**src/rtl/mips_mc_control.sv**
```systemverilog
// mips_mc_control
//
// Multi-cycle control sequencer for the MIPS decode/execute datapath. Each instruction
// is stepped through FETCH, DECODE, an execute/address state, an optional memory state
// and a write-back (or branch/jump) state. Every datapath select and write-enable is
// produced here. Memory accesses handshake on mem_ready, so latency can vary. Retired
// instructions are counted; illegal instructions are flagged and not counted.
//
// Ports
//   CLK          in   rising-edge clock
//   RST_N        in   asynchronous active-low reset (forces IDLE, clears counter)
//   run          in   1 = keep sequencing, 0 = park in IDLE at the next completion
//   mem_ready    in   memory access completes in a cycle where this is 1
//   opcode       in   IR[31:26]
//   funct        in   IR[5:0]
//   alu_zero     in   ALU zero flag (beq decision)
//   pc_write     out  PC write enable
//   ir_write     out  IR write enable
//   reg_write    out  register file write enable
//   mem_read     out  memory read strobe
//   mem_write    out  memory write strobe
//   iord         out  memory address select: 0 PC, 1 ALUOut
//   reg_dst      out  destination register: 0 rt, 1 rd
//   mem_to_reg   out  write-back data: 0 ALUOut, 1 MDR
//   alu_src_a    out  ALU A: 0 PC, 1 busA
//   alu_src_b    out  ALU B: 00 busB, 01 4, 10 sign-ext imm, 11 sign-ext imm<<2
//   alu_ctrl     out  0010 add, 0110 sub, 0000 and, 0001 or, 0111 slt
//   pc_src       out  PC source: 00 ALU result, 01 ALUOut, 10 jump target
//   state        out  current state code
//   illegal      out  one-cycle pulse in DECODE on an unsupported instruction
//   instr_count  out  retired-instruction count, wraps modulo 2^CNT_W

module mips_mc_control #(
    parameter int unsigned CNT_W = 32
) (
    input  logic             CLK,
    input  logic             RST_N,
    input  logic             run,
    input  logic             mem_ready,
    input  logic [5:0]       opcode,
    input  logic [5:0]       funct,
    input  logic             alu_zero,
    output logic             pc_write,
    output logic             ir_write,
    output logic             reg_write,
    output logic             mem_read,
    output logic             mem_write,
    output logic             iord,
    output logic             reg_dst,
    output logic             mem_to_reg,
    output logic             alu_src_a,
    output logic [1:0]       alu_src_b,
    output logic [3:0]       alu_ctrl,
    output logic [1:0]       pc_src,
    output logic [3:0]       state,
    output logic             illegal,
    output logic [CNT_W-1:0] instr_count
);

    // Opcodes
    localparam logic [5:0] OpRtype = 6'h00;
    localparam logic [5:0] OpJ     = 6'h02;
    localparam logic [5:0] OpBeq   = 6'h04;
    localparam logic [5:0] OpAddi  = 6'h08;
    localparam logic [5:0] OpLw    = 6'h23;
    localparam logic [5:0] OpSw    = 6'h2B;

    // R-type function codes
    localparam logic [5:0] FnAdd = 6'h20;
    localparam logic [5:0] FnSub = 6'h22;
    localparam logic [5:0] FnAnd = 6'h24;
    localparam logic [5:0] FnOr  = 6'h25;
    localparam logic [5:0] FnSlt = 6'h2A;

    // ALU operations
    localparam logic [3:0] AluAdd = 4'b0010;
    localparam logic [3:0] AluSub = 4'b0110;
    localparam logic [3:0] AluAnd = 4'b0000;
    localparam logic [3:0] AluOr  = 4'b0001;
    localparam logic [3:0] AluSlt = 4'b0111;

    // ALU B operand selects
    localparam logic [1:0] SrcBReg   = 2'b00;
    localparam logic [1:0] SrcBFour  = 2'b01;
    localparam logic [1:0] SrcBImm   = 2'b10;
    localparam logic [1:0] SrcBImmSh = 2'b11;

    // PC sources
    localparam logic [1:0] PcAlu    = 2'b00;
    localparam logic [1:0] PcAluOut = 2'b01;
    localparam logic [1:0] PcJump   = 2'b10;

    typedef enum logic [3:0] {
        StIdle    = 4'd0,
        StFetch   = 4'd1,
        StDecode  = 4'd2,
        StExecR   = 4'd3,
        StExecI   = 4'd4,
        StMemAddr = 4'd5,
        StMemRd   = 4'd6,
        StMemWr   = 4'd7,
        StWbR     = 4'd8,
        StWbMem   = 4'd9,
        StWbI     = 4'd10,
        StBranch  = 4'd11,
        StJump    = 4'd12
    } state_e;

    state_e           stateQ, stateD;
    logic [CNT_W-1:0] countQ, countD;
    logic             retire;

    // ------------------------------------------------------------------
    // Instruction classification
    // ------------------------------------------------------------------
    logic isRtype, isLw, isSw, isBeq, isAddi, isJ;
    logic functLegal, instrIllegal;
    logic [3:0] rAluOp;

    always_comb begin
        isRtype = (opcode == OpRtype);
        isLw    = (opcode == OpLw);
        isSw    = (opcode == OpSw);
        isBeq   = (opcode == OpBeq);
        isAddi  = (opcode == OpAddi);
        isJ     = (opcode == OpJ);
    end

    always_comb begin
        functLegal = 1'b1;
        rAluOp     = AluAdd;
        case (funct)
            FnAdd:   rAluOp = AluAdd;
            FnSub:   rAluOp = AluSub;
            FnAnd:   rAluOp = AluAnd;
            FnOr:    rAluOp = AluOr;
            FnSlt:   rAluOp = AluSlt;
            default: functLegal = 1'b0;
        endcase
    end

    assign instrIllegal = !((isRtype && functLegal) || isLw || isSw || isBeq || isAddi || isJ);

    // ------------------------------------------------------------------
    // Next state and outputs
    // ------------------------------------------------------------------
    state_e afterDone;

    // Where every completing state (and an illegal DECODE) goes next.
    assign afterDone = run ? StFetch : StIdle;

    always_comb begin
        stateD     = stateQ;
        retire     = 1'b0;
        pc_write   = 1'b0;
        ir_write   = 1'b0;
        reg_write  = 1'b0;
        mem_read   = 1'b0;
        mem_write  = 1'b0;
        iord       = 1'b0;
        reg_dst    = 1'b0;
        mem_to_reg = 1'b0;
        alu_src_a  = 1'b0;
        alu_src_b  = SrcBReg;
        alu_ctrl   = AluAnd;
        pc_src     = PcAlu;
        illegal    = 1'b0;

        unique case (stateQ)
            StIdle: begin
                if (run) begin
                    stateD = StFetch;
                end
            end

            StFetch: begin
                mem_read  = 1'b1;
                alu_src_b = SrcBFour;
                alu_ctrl  = AluAdd;
                // IR load and PC+4 happen together on the cycle the read completes.
                if (mem_ready) begin
                    ir_write = 1'b1;
                    pc_write = 1'b1;
                    stateD   = StDecode;
                end
            end

            StDecode: begin
                // Branch target computed speculatively into ALUOut.
                alu_src_b = SrcBImmSh;
                alu_ctrl  = AluAdd;
                if (instrIllegal) begin
                    illegal = 1'b1;
                    stateD  = afterDone;
                end else if (isRtype) begin
                    stateD = StExecR;
                end else if (isLw || isSw) begin
                    stateD = StMemAddr;
                end else if (isAddi) begin
                    stateD = StExecI;
                end else if (isBeq) begin
                    stateD = StBranch;
                end else begin
                    stateD = StJump;
                end
            end

            StExecR: begin
                alu_src_a = 1'b1;
                alu_src_b = SrcBReg;
                alu_ctrl  = rAluOp;
                stateD    = StWbR;
            end

            StExecI: begin
                alu_src_a = 1'b1;
                alu_src_b = SrcBImm;
                alu_ctrl  = AluAdd;
                stateD    = StWbI;
            end

            StMemAddr: begin
                alu_src_a = 1'b1;
                alu_src_b = SrcBImm;
                alu_ctrl  = AluAdd;
                stateD    = isSw ? StMemWr : StMemRd;
            end

            StMemRd: begin
                mem_read = 1'b1;
                iord     = 1'b1;
                if (mem_ready) begin
                    stateD = StWbMem;
                end
            end

            StMemWr: begin
                mem_write = 1'b1;
                iord      = 1'b1;
                if (mem_ready) begin
                    retire = 1'b1;
                    stateD = afterDone;
                end
            end

            StWbR: begin
                reg_write = 1'b1;
                reg_dst   = 1'b1;
                retire    = 1'b1;
                stateD    = afterDone;
            end

            StWbMem: begin
                reg_write  = 1'b1;
                mem_to_reg = 1'b1;
                retire     = 1'b1;
                stateD     = afterDone;
            end

            StWbI: begin
                reg_write = 1'b1;
                retire    = 1'b1;
                stateD    = afterDone;
            end

            StBranch: begin
                alu_src_a = 1'b1;
                alu_src_b = SrcBReg;
                alu_ctrl  = AluSub;
                pc_src    = PcAluOut;
                pc_write  = alu_zero;
                retire    = 1'b1;
                stateD    = afterDone;
            end

            StJump: begin
                pc_write = 1'b1;
                pc_src   = PcJump;
                retire   = 1'b1;
                stateD   = afterDone;
            end

            default: begin
                stateD = StIdle;
            end
        endcase
    end

    assign countD = countQ + {{(CNT_W-1){1'b0}}, retire};

    // ------------------------------------------------------------------
    // State and counter registers
    // ------------------------------------------------------------------
    always_ff @(posedge CLK or negedge RST_N) begin
        if (!RST_N) begin
            stateQ <= StIdle;
            countQ <= '0;
        end else begin
            stateQ <= stateD;
            countQ <= countD;
        end
    end

    assign state       = stateQ;
    assign instr_count = countQ;

endmodule

```
**config.mk**
```make
export PLATFORM = sky130hd
export DESIGN_NAME = mips_mc_control
export DESIGN_NICKNAME = d
export VERILOG_FILES = /design/src/rtl/mips_mc_control.sv
export SDC_FILE = /design/constraint.sdc
export NUM_CORES = 1
export LEC_CHECK = 0
export CAP_MARGIN = 40
export CORE_MARGIN = 2
export CORE_UTILIZATION = 49
export DETAILED_ROUTE_END_ITERATION = 8
export PLACE_DENSITY = 0.84
export SYNTH_ARGS = -nofsm -noshare
export SYNTH_HDL_FRONTEND = slang
export SYNTH_SLANG_ARGS = --single-unit
```
**constraint.sdc**
```tcl
create_clock -name CLK -period 7.1 [get_ports CLK]
set_input_delay 1.065 -clock CLK [delete_from_list [all_inputs] [get_ports CLK]]
set_output_delay 1.065 -clock CLK [all_outputs]
set_load 0.02 [all_outputs]
```
======== Yosys cells after proc, flatten, opt, wreduce, memory -nomap -nowiden ========
Index checks and enable logic that the tools add are counted.
cells by class
  add/subtract/negate cells ............... 1
  multipliers ............................. 0
  div/mod/pow operators ................... 0
  $lt $le $gt $ge ......................... 0
  equality and inequality tests ........... 26
  shifts and indexed selects .............. 0
  muxes and demuxes ....................... 30
  bitwise logic cells ..................... 0
  reduce and logical (&&, ||, !) cells .... 18
operators with widths
  cell                                            number
  == test 6 bit (second input constant)           7
  one-hot mux 4 bit (9 select lines)              1
  adder 32 x 1 -> 32 bit                          1
  2-to-1 mux 4 bit                                8
  == test 4 bit (second input constant)           5
  == test 4 x 3 -> 1 bit (second input constant)  4
  2-to-1 mux 1 bit                                14
  one-hot mux 3 bit (4 select lines)              1
  OR reduction 5 bit                              2
  one-hot mux 3 bit (3 select lines)              1
  == test 4 x 2 -> 1 bit (second input constant)  2
  inequality test 2 bit (second input constant)   4
  OR reduction 4 bit                              2
  == test 6 x 2 -> 1 bit (second input constant)  1
  == test 6 x 3 -> 1 bit (second input constant)  1
  == test 6 x 4 -> 1 bit (second input constant)  1
  logical NOT 6 bit                               1
  logical OR 1 bit                                6
  one-hot mux 2 bit (3 select lines)              1
  OR reduction 2 bit                              3
  == test 4 x 1 -> 1 bit (second input constant)  1
  logical NOT 4 bit                               1
  one-hot mux 2 bit (2 select lines)              1
  AND reduction 4 bit                             1
  other kinds (5)                                 5
word-level totals
  register bits ........................... 36
  bits in latches ......................... 0
  RAM bits ................................ 0
  ROM bits ................................ 0
  input bits .............................. 17
  output and inout bits ................... 54
  logic and storage cells ................. 77
  memories ................................ 0

======== Longest topological paths before layout ========
Gate-level depths: netlist of the first run.
  depth in word-level cells ............... 11
  mapped depth ............................ 11
  depth with buffers taken out ............ 9

======== Worst setup path before layout of the first run ========
Ideal clock, no wire load.
  kind .................................... input to output
  from .................................... in opcode[0]
  to ...................................... out illegal
  data arrival time ....................... 2.216 ns
  data required time ...................... 6.035 ns
  setup slack ............................. 3.819 ns
  stages on the path ...................... 4
  buffers on the path ..................... 1
  cells stage by stage .................... buf_2 -> or4_4 -> a221oi_2 -> a211oi_1
on the way
  word-level cells in the longest chain between the ends .. 9
  elaborated cells between the ends (all ways) .. 14
  those cells by class .................... eq/ne (5); mux (2); reduce/logical (7)
RTL lines
  element                        line  RTL
  from (decl)                    40    input logic [5:0] opcode,
  logical NOT 6 bit              121   isRtype = (opcode == OpRtype);
  logical AND 1 bit              142   assign instrIllegal = !((isRtype && functLegal) || isLw || isSw || isBeq || isAddi || isJ);
  logical OR 1 bit (4 in a row)  142
  logical OR 1 bit *             142
  2-to-1 mux 1 bit *             192   if (instrIllegal) begin
  2-to-1 mux 1 bit *             169   unique case (stateQ)
  to (decl)                      56    output logic illegal,
Every way passes the cells marked *; elsewhere a longest branch is shown, timed or not.

======== Worst setup path in the final report of the first run ========
  from .................................... in opcode[1]
  to ...................................... out illegal
The elaborated chain is that of the path after synthesis.

==> summary.txt, run 1 <==
WHS Endpoint = instr_count[31]$_DFF_PN0_
Num ports = 71
Critical path launch point type = input pin
Worst-Margin Slew = 0.703 ns
Top-count cell post-synth = dfrtp_1
RSZ-0062 raised after global routing = no
Vias per cell = 5.73
Power Dens Cells = 242 nW/um^2
Async SR Flop Fraction = 1.00
Hold_buf cts = 0
Synth warn = 0
Reg-to-Reg Start = state[1]$_DFFE_PN0P_
Worst vdd ir = 0.153 mV
Hold WS = 0.479 ns
Most instantiated cells after synthesis = 36 x dfrtp_1, 25 x xnor2_1, 15 x nor2_1
Cell family with most CP delay = buffers and inverters
FF+latch area = 901 sq um
Static Leakage = 1.17 nW
Post-synth EDFFs = 0
Total CTS buffers = 5
Routed Antenna Nets = 0
Status = completed
DRC viols = 0
Post-Synth Adder-Cell Area = 0.0123
Compound-Gate Fraction of Synth Area = 0.106
Crit-path cells = clkdlybuf4s50_1 -> or4_4 -> a221oi_2 -> a211oi_1 -> clkdlybuf4s50_1
Vias = 1,878
Nets = 297
Min Tclk post-route = 4.31 ns
Largest net degree at the start of global routing = 37
DR pass1 iterations = 4
Setup WS pre-CTS = 2.80 ns
Synth Register Bits = 36
Endpoints failing hold = 0
Syn_nets = 233
Register-to-register setup slack = 4.07 ns
Multi-input logic area = 1050 sq um
Antenna Cells = 0
Post-CTS sizing = 0
Max incr delay on CP = 0.61 ns
CTS H-tree lvls = 2
Die height = 68.4 um
Slew Limit Fails = 0
Hpwl dp = 3430 um
Dominant cells by area after synthesis = dfrtp_1 44%, xnor2_1 11%, nand3_1 3.5%
Crit Path Max Fanout = 8
WS Path Type = input pin to output port
WL final = 4590 um
Mapped Avg Cell Area = 9.48 sq um
Area leader, netlist = dfrtp_1
Worst Path Required = 6.03 ns
Distinct cell type count after synthesis = 48
FP Rows = 23
Simple-gate share of the synthesized area = 0.247
Final setup violation count = 0
WP buf/inv = 2
Hold path depth = 1
Total track usage = 0.205
Share of cells above drive strength 1 = 0.0468
Initial Util = 0.507
Routability cong. = 0.897
Max-cap viol count = 0
Global-route wire length before repair = 7270 um
CTS tree = yes
Main combinational cell family by area after synthesis = simple AND/OR/NAND/NOR gates
TNS Setup = 0 ns
Filler cell count = 319
Final Skew = 0.00421 ns
Vias in the first global route = 1,661
Core Area = 4000 sq um
Peak Freq = 232 MHz
Drt initial violations = 120
Post-Synth XOR/XNOR Area = 0.138
R2R Path End = instr_count[30]$_DFF_PN0_
Sequential area share after synthesis = 0.444
Top cell by count, worst path = clkdlybuf4s50_1
CTS Sinks = 36
Port-buffer cells = 69
CP arrival = 3.25 ns
Area of the die = 4670 sq um
HP Start = instr_count[31]$_DFF_PN0_
Post-synthesis to final-layout area growth = 38.2%
Postcts setup bufs = 0
Routed len/inst = 14.0 um
HP Class = flip-flop to flip-flop
Top cell type's share of synthesized area = 0.444
Fin worst setup slack = 2.79 ns
Crit end category = output port
CTS clk-pin slew, worst paths = 0.06 ns
GRT overflow = 0
Final period util = 0.607
Die X = 68.4 um
Synthesized area = 2030 sq um
Slew margin rel. = 0.530
Worst-Skew Late Latency = 0.28 ns
Proportion of synthesized area in mux cells = 0.0105
Antenna violations before repair = 0
Root buffer cell = clkbuf_8
CP max stage cell = or4_4
Primary FF master, synth = dfrtp_1
Clock Path Buffers = 2
Syn Inst Count = 214
Reg2reg path depth = 9
-- routing by layer --
layer,vias to the layer above,global-route usage,share of wire
met3,4,0.0510,0.069
met2,75,0.353,0.50
met5,-,0,0
li1,904,-,-
met4,0,0.0525,0.0065
met1,895,0.256,0.43
-- power by group --
group / leakage (nW) / internal, mW / switching (mW) / total (mW)
clock: 0.0410 / 0.0666 / 0.0647 / 0.131
combinational: 0.638 / 0.132 / 0.146 / 0.278
sequential: 0.493 / 0.224 / 0.0461 / 0.270
-- final cells by class --
type,count,area share
multi-input combinational,160,0.373
tap,50,0.0223
clock buffer,6,0.0259
clock inverter,1,0.00178
inverter,5,0.00669
timing repair buffer,70,0.249
sequential,36,0.321
-- cells by family after synthesis --
group	Yosys count
and+or+nand+nor	92
DFF	36
xor gates and xnor gates	32
AOI/OAI and AO/OA	31
buffers and inverters	18
adders and majority gates	2
muxes	2
other	1
-- flip-flops by register name (all words and copies together) (netlist names) --
signal and cells:
instr_count 32, state 4
-- worst reg2reg max path: stages (launching register included) --
cell and delay, ns:
dfrtp_1 0.73, nand2_1 0.24, nor2_1 0.21, a22o_1 0.18, ha_1 0.17, ha_1 0.23
and4_1 0.29, nor2b_1 0.51, nand4_1 0.20, xnor2_1 0.17
-- per-stage QoR --
| stage | instances | utilization | total power [mW] | instance area [sq um] |
|---|---|---|---|---|
| 6_report | 328 | 0.701 | 0.679 | 2810 |
| 5_1_grt | 328 | 0.701 | 0.719 | 2810 |
| 4_1_cts | 328 | 0.701 | 0.685 | 2810 |
| 3_5_place_dp | 321 | 0.682 | 0.550 | 2730 |
| 3_3_place_gp | 321 | 0.682 | 0.551 | 2730 |
| 2_1_floorplan | 214 | - | 0.424 | 2030 |
-- worst max path at each step --
stage	from	endpoint	slack, ns	cells after the start
3_5_place_dp	opcode[1]	illegal	2.80	5
4_1_cts	opcode[1]	illegal	2.79	5
3_3_place_gp	opcode[1]	illegal	2.84	5
2_1_floorplan	opcode[0]	illegal	3.82	4
5_1_grt	opcode[1]	illegal	2.67	6
6_report	opcode[1]	illegal	2.79	5
-- layout by cell type, fill, tap and decap left out, types with 2 or more instances in the layout --
cell type | Yosys | final
a211o_1 | 2 | 2
a21oi_1 | 11 | 11
nand3_1 | 14 | 14
nor4b_1 | 2 | 2
ha_1 | 2 | 2
a211oi_1 | 2 | 2
clkdlybuf4s50_1 | 0 | 69
nand4_1 | 8 | 8
xor2_1 | 7 | 7
a31oi_1 | 3 | 3
inv_2 | 2 | 2
inv_1 | 3 | 3
or3_1 | 2 | 2
dfrtp_1 | 36 | 36
o41ai_1 | 2 | 2
nor4_1 | 4 | 4
and3_1 | 11 | 11
xnor2_1 | 25 | 25
clkbuf_8 | 0 | 5
and4_1 | 5 | 5
nor3_1 | 7 | 7
nand2_1 | 14 | 14
nor2_1 | 15 | 15
nand2b_1 | 3 | 3
No activity file was read; power rests on OpenSTA's default activity.
==> run 2, diff against run 1 <==
Settings changed: CORE_UTILIZATION 49 to 41, PLACE_DENSITY 0.84 to 0.75.
Clock period 7.1 ns to 3.7 ns, I/O delays scaled along.
==> summary.txt, run 2 (same netlist as run 1, synthesis figures left out) <==
Status = completed
DRC viols = 0 (unchanged)
Slew Limit Fails = 0 (unchanged)
Wl on met1 = 2030 um (+3.8%)
Slew margin rel. = 0.602 (+0.0713)
Worst-Skew Late Latency = 0.27 ns (about the same)
Area of the die = 5530 sq um (+18%)
Most frequent cells in the layout = 69 x clkdlybuf4s50_1, 36 x dfrtp_1, 25 x xnor2_1
CTS clk-pin slew, worst paths = 0.07 ns (about the same)
Total track usage = 0.173 (-0.0319)
Nets = 300 (+1.0%)
TNS Setup = 0 ns (unchanged)
Postcts setup bufs = 0 (unchanged)
Root buffer cell = clkbuf_8
Routed wl met3 = 288 um (-8.9%)
Filler cell count = 417 (+31%)
Peak Freq = 304 MHz
Dpl cell area = 2770 sq um (+1.6%)
Global-route wire length before repair = 7490 um (+3.0%)
Antenna Cells = 0 (unchanged)
Routability cong. = 0.772 (-14%)
Min Tclk post-route = 3.29 ns
Initial Util = 0.427 (-0.0805)
Max-cap viol count = 0 (unchanged)
DR pass1 iterations = 4 (unchanged)
HP Class = flip-flop to flip-flop
Die X = 74.4 um (+8.8%)
Vias per cell = 5.33 (-7.0%)
Most common library cell in the layout ignoring fill and taps = clkdlybuf4s50_1
Static Leakage = 1.19 nW (+1.7%)
Worst-Margin Slew = 0.595 ns (-0.107 ns)
CP arrival = 2.73 ns (-0.52 ns)
Core Area = 4750 sq um (+19%)
FP Rows = 25 (+8.7%)
Critical path launch point type = input pin
Vias = 1,859 (-1.0%)
Top Metal Used = met4
Routed Antenna Nets = 0 (unchanged)
CTS Sinks = 36 (unchanged)
Fin worst setup slack = 0.411 ns (-2.38 ns)
Routed len/inst = 13.2 um (-5.7%)
Final period util = 0.889
Crit Path Max Fanout = 8 (unchanged)
Die height = 74.4 um (+8.8%)
Post-placement cell count = 341 (+6.2%)
WL final = 4610 um (+0.35%)
Multi-input logic area = 1050 sq um (unchanged)
Worst Path Required = 3.14 ns (-2.89 ns)
Endpoints failing hold = 0 (unchanged)
Hpwl dp = 3480 um (+1.5%)
Clock Path Buffers = 2 (unchanged)
Total CTS buffers = 5 (unchanged)
GRT overflow = 0 (unchanged)
WS Path Type = input pin to output port
Share of cells above drive strength 1 = 0.0567 (+0.00997)
Vias in the first global route = 1,627 (-2.0%)
Final setup violation count = 0 (unchanged)
Post-synthesis to final-layout area growth = 41.0%
Port-buffer cells = 69 (unchanged)
Power Dens Cells = 471 nW/um^2 (+95%)
Worst vdd ir = 0.246 mV (+61%)
Hold WS = 0.466 ns (-0.0130 ns)
Final Skew = 0.00265 ns (-0.00157 ns)
Hold_buf cts = 0 (unchanged)
Met2 Routed Length = 2270 um (-0.83%)
RSZ-0062 raised after global routing = no
Post-CTS sizing = 0 (unchanged)
CTS H-tree lvls = 2 (unchanged)
Max reg flops = 32 (unchanged)
CTS tree = yes
Antenna violations before repair = 0 (unchanged)
Fin cells = 349 (+6.4%)
Post-route cell area = 2860 sq um (+2.0%)
Largest net degree at the start of global routing = 37 (unchanged)
Num ports = 71 (unchanged)
Drt initial violations = 95 (-21%)
Crit end category = output port
FF+latch area = 901 sq um (unchanged)
Setup WS pre-CTS = 0.421 ns (-2.38 ns)
## run 2: layout make-up
type	instances	share of cell area
clock buffers	8	0.0315
well taps	67	0.0293
inverters	5	0.00656
flip-flops and latches	36	0.315
repair buffers	73	0.252
multi-input cells	160	0.366
## run 2: final timing paths
kind / depth (start not counted) / end / slack [ns] / start
hold reg to reg: 1 / instr_count[31]$_DFF_PN0_ / 0.47 / instr_count[31]$_DFF_PN0_
setup reg to reg: 9 / instr_count[30]$_DFF_PN0_ / 0.78 / state[3]$_DFFE_PN0P_
min in group asynchronous: 2 / instr_count[26]$_DFF_PN0_ / 0.68 / RST_N
max in group asynchronous: 2 / instr_count[0]$_DFF_PN0_ / 2.71 / RST_N
hold / removal: 1 / instr_count[31]$_DFF_PN0_ / 0.47 / instr_count[31]$_DFF_PN0_
setup / recovery: 5 / illegal / 0.41 / opcode[1]
## run 2: critical path, stage by stage
cell	delay, ns
clkdlybuf4s50_1	0.54
or4_4	0.61
a221oi_2	0.34
a211oi_1	0.10
clkdlybuf4s50_1	0.58
## run 2: where the power goes
part | internal [mW] | total, mW | switching (mW)
sequential | 0.431 | 0.477 | 0.0462
clock | 0.152 | 0.274 | 0.122
combinational | 0.267 | 0.597 | 0.330
total | 0.850 | 1.35 | 0.499
## run 2: per-stage QoR
step,utilization,power (mW)
2_1_floorplan,-,0.815
3_3_place_gp,0.583,1.08
3_5_place_dp,0.583,1.08
4_1_cts,0.602,1.36
5_1_grt,0.602,1.43
6_report,0.602,1.35
## run 2: layer usage
layer,track usage,vias to the layer above
met1,0.228,886
met5,0,-
met3,0.0407,2
met2,0.288,64
met4,0.0476,0
li1,-,907
